### config.mk
export PLATFORM = sky130hd
export DESIGN_NAME = serial_add_arbiter
export DESIGN_NICKNAME = d
export VERILOG_FILES = /design/src/rtl/serial_add_pkg.sv /design/src/rtl/serial_add_core.sv /design/src/rtl/serial_add_arbiter.sv
export SDC_FILE = /design/constraint.sdc
export NUM_CORES = 1
export LEC_CHECK = 0
export ABC_AREA = 0
export BUFFER_PORTS_ARGS = -buffer_cell sky130_fd_sc_hd__buf_2
export CELL_PAD_IN_SITES_DETAIL_PLACEMENT = 1
export CELL_PAD_IN_SITES_GLOBAL_PLACEMENT = 1
export CORE_ASPECT_RATIO = 0.5
export CORE_MARGIN = 5
export CORE_UTILIZATION = 37
export CTS_BUF_LIST = sky130_fd_sc_hd__clkbuf_8
export DETAILED_ROUTE_END_ITERATION = 7
export GPL_TIMING_DRIVEN = 0
export HOLD_SLACK_MARGIN = 0.06
export PLACE_DENSITY = 0.84
export SYNTH_ARGS = -nofsm -noshare
export SYNTH_HDL_FRONTEND = slang
export SYNTH_SLANG_ARGS = --single-unit
### constraint.sdc
create_clock -name clk -period 1.7 [get_ports clk]
set_clock_uncertainty 0.05 [all_clocks]
set_input_delay 0.17 -clock clk [delete_from_list [all_inputs] [get_ports clk]]
set_output_delay 0.17 -clock clk [all_outputs]
set_load 0.01 [all_outputs]
### src/rtl/serial_add_pkg.sv
// Shared definitions for the serial adder arbiter.
//   DEF_WIDTH : default operand width in bits
//   DEF_NREQ  : default number of requesters
//   state_t   : FSM state encoding (IDLE, LOAD, ADD, DONE)
package serial_add_pkg;

    localparam int DEF_WIDTH = 4;
    localparam int DEF_NREQ  = 4;

    typedef enum logic [1:0] {
        IDLE = 2'd0,
        LOAD = 2'd1,
        ADD  = 2'd2,
        DONE = 2'd3
    } state_t;

endpackage

### src/rtl/serial_add_core.sv
// Bit-serial ripple adder datapath, one bit per enabled cycle, LSB first.
//   clk, reset_n : clock, asynchronous active-low reset (carry and counter)
//   load         : capture a/b, clear carry and bit counter
//   en           : process one bit this cycle
//   a, b         : operands captured on load
//   sum          : {carry out, result bits} including the bit processed this cycle
//   last         : the bit processed this cycle is the final one
module serial_add_core
    import serial_add_pkg::*;
#(
    parameter int WIDTH = DEF_WIDTH
) (
    input  logic             clk,
    input  logic             reset_n,
    input  logic             load,
    input  logic             en,
    input  logic [WIDTH-1:0] a,
    input  logic [WIDTH-1:0] b,
    output logic [WIDTH:0]   sum,
    output logic             last
);

    localparam int CW = (WIDTH > 1) ? $clog2(WIDTH) : 1;

    logic [WIDTH-1:0] a_sr;
    logic [WIDTH-1:0] b_sr;
    logic [WIDTH-1:0] res_sr;
    logic [WIDTH-1:0] res_next;
    logic             carry;
    logic             s_bit;
    logic             c_next;
    logic [CW-1:0]    cnt;

    assign s_bit  = a_sr[0] ^ b_sr[0] ^ carry;
    assign c_next = (a_sr[0] & b_sr[0]) | (a_sr[0] & carry) | (b_sr[0] & carry);

    // Result bits enter at the MSB and move down, so after WIDTH shifts the
    // first-computed bit sits at bit 0.
    assign res_next = (res_sr >> 1) | (WIDTH'(s_bit) << (WIDTH - 1));

    // sum is the look-ahead value after the current bit, so the top level can
    // register the complete result on the same edge that ends the last bit.
    assign sum  = {c_next, res_next};
    assign last = (cnt == CW'(WIDTH - 1));

    always_ff @(posedge clk or negedge reset_n) begin
        if (!reset_n) begin
            carry <= 1'b0;
            cnt   <= '0;
        end else if (load) begin
            carry <= 1'b0;
            cnt   <= '0;
        end else if (en) begin
            carry <= c_next;
            cnt   <= cnt + 1'b1;
        end
    end

    always_ff @(posedge clk) begin
        if (load) begin
            a_sr   <= a;
            b_sr   <= b;
            res_sr <= '0;
        end else if (en) begin
            a_sr   <= a_sr >> 1;
            b_sr   <= b_sr >> 1;
            res_sr <= res_next;
        end
    end

endmodule

### src/rtl/serial_add_arbiter.sv
// Round-robin arbiter in front of a shared bit-serial adder.
//   clk, reset_n : clock, asynchronous active-low reset
//   req          : per-requester add request
//   a_flat       : operand A, requester i at [i*WIDTH +: WIDTH]
//   b_flat       : operand B, same packing
//   gnt          : one-hot grant, high during the operand capture cycle
//   busy         : FSM not idle
//   sum          : last completed result (WIDTH+1 bits, unsigned)
//   sum_id       : requester that owns sum
//   sum_valid    : one-cycle pulse marking a new sum/sum_id
module serial_add_arbiter
    import serial_add_pkg::*;
#(
    parameter  int WIDTH = DEF_WIDTH,
    parameter  int NREQ  = DEF_NREQ,
    localparam int IDW   = (NREQ > 1) ? $clog2(NREQ) : 1
) (
    input  logic                  clk,
    input  logic                  reset_n,
    input  logic [NREQ-1:0]       req,
    input  logic [NREQ*WIDTH-1:0] a_flat,
    input  logic [NREQ*WIDTH-1:0] b_flat,
    output logic [NREQ-1:0]       gnt,
    output logic                  busy,
    output logic [WIDTH:0]        sum,
    output logic [IDW-1:0]        sum_id,
    output logic                  sum_valid
);

    state_t           state;
    state_t           state_nxt;
    logic [IDW-1:0]   rr_ptr;
    logic [IDW-1:0]   win_id;
    logic [IDW-1:0]   pick;
    logic             any_req;
    logic             arb;
    logic [WIDTH-1:0] op_a;
    logic [WIDTH-1:0] op_b;
    logic [WIDTH:0]   core_sum;
    logic             core_last;

    // Scan from the farthest candidate towards rr_ptr so the nearest
    // requesting index (in wrap order) overwrites earlier hits.
    function automatic logic [IDW-1:0] rr_pick(input logic [NREQ-1:0] r,
                                               input logic [IDW-1:0]  ptr);
        logic [IDW-1:0] w;
        int             idx;
        w = ptr;
        for (int k = NREQ - 1; k >= 0; k--) begin
            idx = (int'(ptr) + k) % NREQ;
            if (r[IDW'(idx)]) w = IDW'(idx);
        end
        return w;
    endfunction

    function automatic logic [IDW-1:0] ptr_inc(input logic [IDW-1:0] p);
        return (p == IDW'(NREQ - 1)) ? '0 : p + 1'b1;
    endfunction

    assign any_req = |req;
    assign pick    = rr_pick(req, rr_ptr);
    assign arb     = any_req && ((state == IDLE) || (state == DONE));
    assign busy    = (state != IDLE);
    assign op_a    = a_flat[int'(win_id)*WIDTH +: WIDTH];
    assign op_b    = b_flat[int'(win_id)*WIDTH +: WIDTH];

    serial_add_core #(.WIDTH(WIDTH)) u_core (
        .clk     (clk),
        .reset_n (reset_n),
        .load    (state == LOAD),
        .en      (state == ADD),
        .a       (op_a),
        .b       (op_b),
        .sum     (core_sum),
        .last    (core_last)
    );

    always_ff @(posedge clk or negedge reset_n) begin
        if (!reset_n) state <= IDLE;
        else          state <= state_nxt;
    end

    always_comb begin
        state_nxt = state;
        case (state)
            IDLE: if (any_req) state_nxt = LOAD;
            LOAD: state_nxt = ADD;
            ADD:  if (core_last) state_nxt = DONE;
            DONE: state_nxt = any_req ? LOAD : IDLE;
            default: state_nxt = IDLE;
        endcase
    end

    always_ff @(posedge clk or negedge reset_n) begin
        if (!reset_n) begin
            gnt       <= '0;
            win_id    <= '0;
            rr_ptr    <= '0;
            sum       <= '0;
            sum_id    <= '0;
            sum_valid <= 1'b0;
        end else begin
            gnt       <= '0;
            sum_valid <= 1'b0;
            if (arb) begin
                gnt[pick] <= 1'b1;
                win_id    <= pick;
            end
            if (state == LOAD) rr_ptr <= ptr_inc(win_id);
            if ((state == ADD) && core_last) begin
                sum       <= core_sum;
                sum_id    <= win_id;
                sum_valid <= 1'b1;
            end
        end
    end

endmodule
==> results.md <==
* Clk sinks at 32
* Worst skew pair latency at just under 0.3 ns
* Clock Pin Slew Worst Setup and Hold Paths at 0.06 ns
* Root buffer cell: clkbuf_8
* Seq/Total Area, Yosys at about half
* Period utilization at a little over nine tenths
* Top Ports at 51
* CP cell instances: buf_6 > mux4_2 > mux2_2
* Via/cell ratio at approximately 5.1
* Static Leak at slightly above 1 nW
* Area grow syn2layout at 30.9%
* PortBufs at 50
* Placed cell areas at slightly below 2000 µm²
* H-tree Lvls at 2
* Switching Share at between 30% and 40%
* Design Area, Final at roughly 2200 µm²
* First-pass DRT Iterations at 4
* Mapped cell area at roughly 1600 µm²
* Yosys top cell area share at between 30% and 40%
* Int Power at between 0.002 and 0.003 W
* CP Class: reg2reg
* DR WL/cell at 16.5 µm
* Max frequency at around 600 MHz
* Layout cell share with drive strength beyond 1 at ~53%
* Slowest CP cell: mux4_2
* Routed Antenna Nets at 0
* Initial DRC count at 41
* Crit-path max cell delay at between 0.5 and 0.6 ns
* Ys async rst share at about 66%
* Largest net degree at the start of global routing at 22
* FF+latch count, synth at 32
* Post-layout util at 49.7%
* Pwr dens at about 1900 nW/µm²
* Worst Path Required at roughly 1.7 ns
* Die height at between 50 and 60 µm
* Worst-Margin Slew at ~0.74 ns
* Max Cap Viol at 0
* Global-route wire length before repair at 6890 µm
* Highest Signal Layer: met4
* Cell variety after synth at 30
* Placer Congestion at roughly 0.73
* Final setup violating endpoints at 0
* WL met2 at 2130 µm
* VDD IR-drop max at about 660 µV
* Post-synth top cells: dfrtp_1 (21), mux2_2 (14), inv_1 (13), edfxtp_1 (8), mux4_2 (8)
* CP endpoint kind: flip-flop
* Initial core utilization at ~38%
* Nets@finish at ~230
* Relative slew slack at 50.5%
* Post-synth top area cell: dfrtp_1
* CP max FO at 10
* Switching pwr at about 0.0015 W
* Routed via count at around 1,200
* Syn Nets at roughly 170
* Chip Width at 104 µm
* Rows at 17
* Startpoint Class: flip-flop
* Hold Crit Class: in2reg
* Post-DP HPWL at between 3000 and 4000 µm
* Seq pwr share at about a third
* CTS tree: built
* Met3 WL at 143 µm
* Logic pwr share at approximately 48%
* Number of synthesized flops with an enable pin at 8
* Hold Vio Cnt, Final at 0
* CORE AREA at approximately 4300 µm²
* Clk pwr share at between 10% and 20%
* Outcome: complete, no violations
* CTS buffer count at 5
* Synthesized area per cell at ~13 µm²
* DRC viols at 0
* Ys flop type: dfrtp_1
* Sum Neg Setup Slack at 0 ns
* Total grt overflow at 0
* Die area at a little under 6000 µm²
* Max-slew violations at 0
* Top cells by area, synth: dfrtp_1 (32%), edfxtp_1 (15%), mux4_2 (11%)
* Number of buffers on the longest clock path at 2
* M1 WL at about 1700 µm
* All-Layer GR Usage at ~15%
* # diodes at 0
* Antenna violations before repair at 0
* WP data arrival at 1.66 ns
* Syn Inst Count at approximately 130
* Final WL at 4020 µm
* Vias in the first global route at 1,400
* Cell with the most instances after synthesis: dfrtp_1
* Yosys warns at 0
* Final min period at approximately 1.7 ns
* Fill cells at 498
what timing repair did:
action / 4_1_cts / 5_1_grt
resized for setup: 7 / 11
setup endpoints to repair: 20 / 18
hold buffers: 1 / 0
pin swaps: 0 / 2
hold endpoints to repair: 21 / 0
setup buffers: 1 / 1
power by group through the flow:
stage	Sequential, W	Clock, W	Combinational [W]
2_1_floorplan	0.00145	0	0.00127
3_3_place_gp	0.00142	0	0.00171
3_5_place_dp	0.00145	0	0.00184
4_1_cts	0.00143	0.000722	0.00192
5_1_grt	0.00150	0.000765	0.00223
6_report	0.00146	0.000707	0.00202
worst paths after layout:
kind,startpoint,to,slack [ns],depth (start not counted)
max,win_id[0]$_DFFE_PN0P_,u_core.a_sr[1]$_DFFE_PP_,0.02,3
min,req[2],gnt[0]$_DFF_PN0_,0.28,3
max reg2reg,win_id[0]$_DFFE_PN0P_,u_core.a_sr[1]$_DFFE_PP_,0.02,3
min reg2reg,sum[3]$_DFFE_PN0P_,sum[3]$_DFFE_PN0P_,0.43,2
max in group asynchronous,reset_n,state[1]$_DFFE_PN0P_,0.90,2
min in group asynchronous,reset_n,sum_id[1]$_DFFE_PN0P_,0.34,2
routing by layer:
layer  vias up  GRT usage, %
met3         8          3.84
met5         -             0
li1        576             -
met4         0          6.27
met1       620          16.2
met2        25          27.4
metrics by stage:
stage,setup slack (ns),instances,hold WS (ns),power (W)
after floorplan,0.00119,127,-0.176,0.00272
after global placement,-0.206,234,0.0917,0.00313
after detailed placement,-0.315,234,0.111,0.00329
after CTS,-0.0672,242,0.264,0.00408
after global routing,-0.0125,243,0.309,0.00450
final,0.0197,243,0.278,0.00418
state kept, by name (all words and copies together), names as in the netlist:
signal and cells:
gnt 4, rr_ptr 2, state 2, sum 5
sum_id 2, sum_valid 1, u_core.a_sr 4, u_core.b_sr 4
u_core.carry 1, u_core.cnt 2, u_core.res_sr 3, win_id 2
worst max-delay path: cells and delay by family (launching register included):
kind | cells | cell delay [ns]
buf+inv | 1 | 0.19
mux | 2 | 0.82
flops | 1 | 0.37
layout by cell type, fill, tap and decap left out, types with 4 or more instances in the layout:
| master | count |
|---|---|
| edfxtp_1 | 8 |
| ha_1 | 4 |
| nor2_1 | 5 |
| nand2_1 | 6 |
| inv_1 | 12 |
| clkbuf_8 | 5 |
| mux4_2 | 8 |
| buf_2 | 50 |
| o21ai_0 | 4 |
| o22ai_1 | 5 |
| mux2_2 | 14 |
| dfrtp_1 | 18 |
kinds of logic after synthesis:
family,after synthesis,synth area share (%)
buf+inv,18,4.18
simple gates,26,8.81
mux,26,23.0
fa+ha+maj,8,6.53
compound gates,17,7.30
flops,32,50.2
cell type report:
class | instances | area (µm²) | area share (%)
well taps | 57 | 71.3 | 3.31
inverters | 13 | 48.8 | 2.26
repair buffers | 53 | 275 | 12.8
plain buffers | 3 | 23.8 | 1.10
multi-input cells | 77 | 800 | 37.1
clock inverters | 3 | 38.8 | 1.80
clock buffers | 5 | 68.8 | 3.19
flip-flops and latches | 32 | 830 | 38.5
Note: power is estimated with default switching activity, not from simulation.
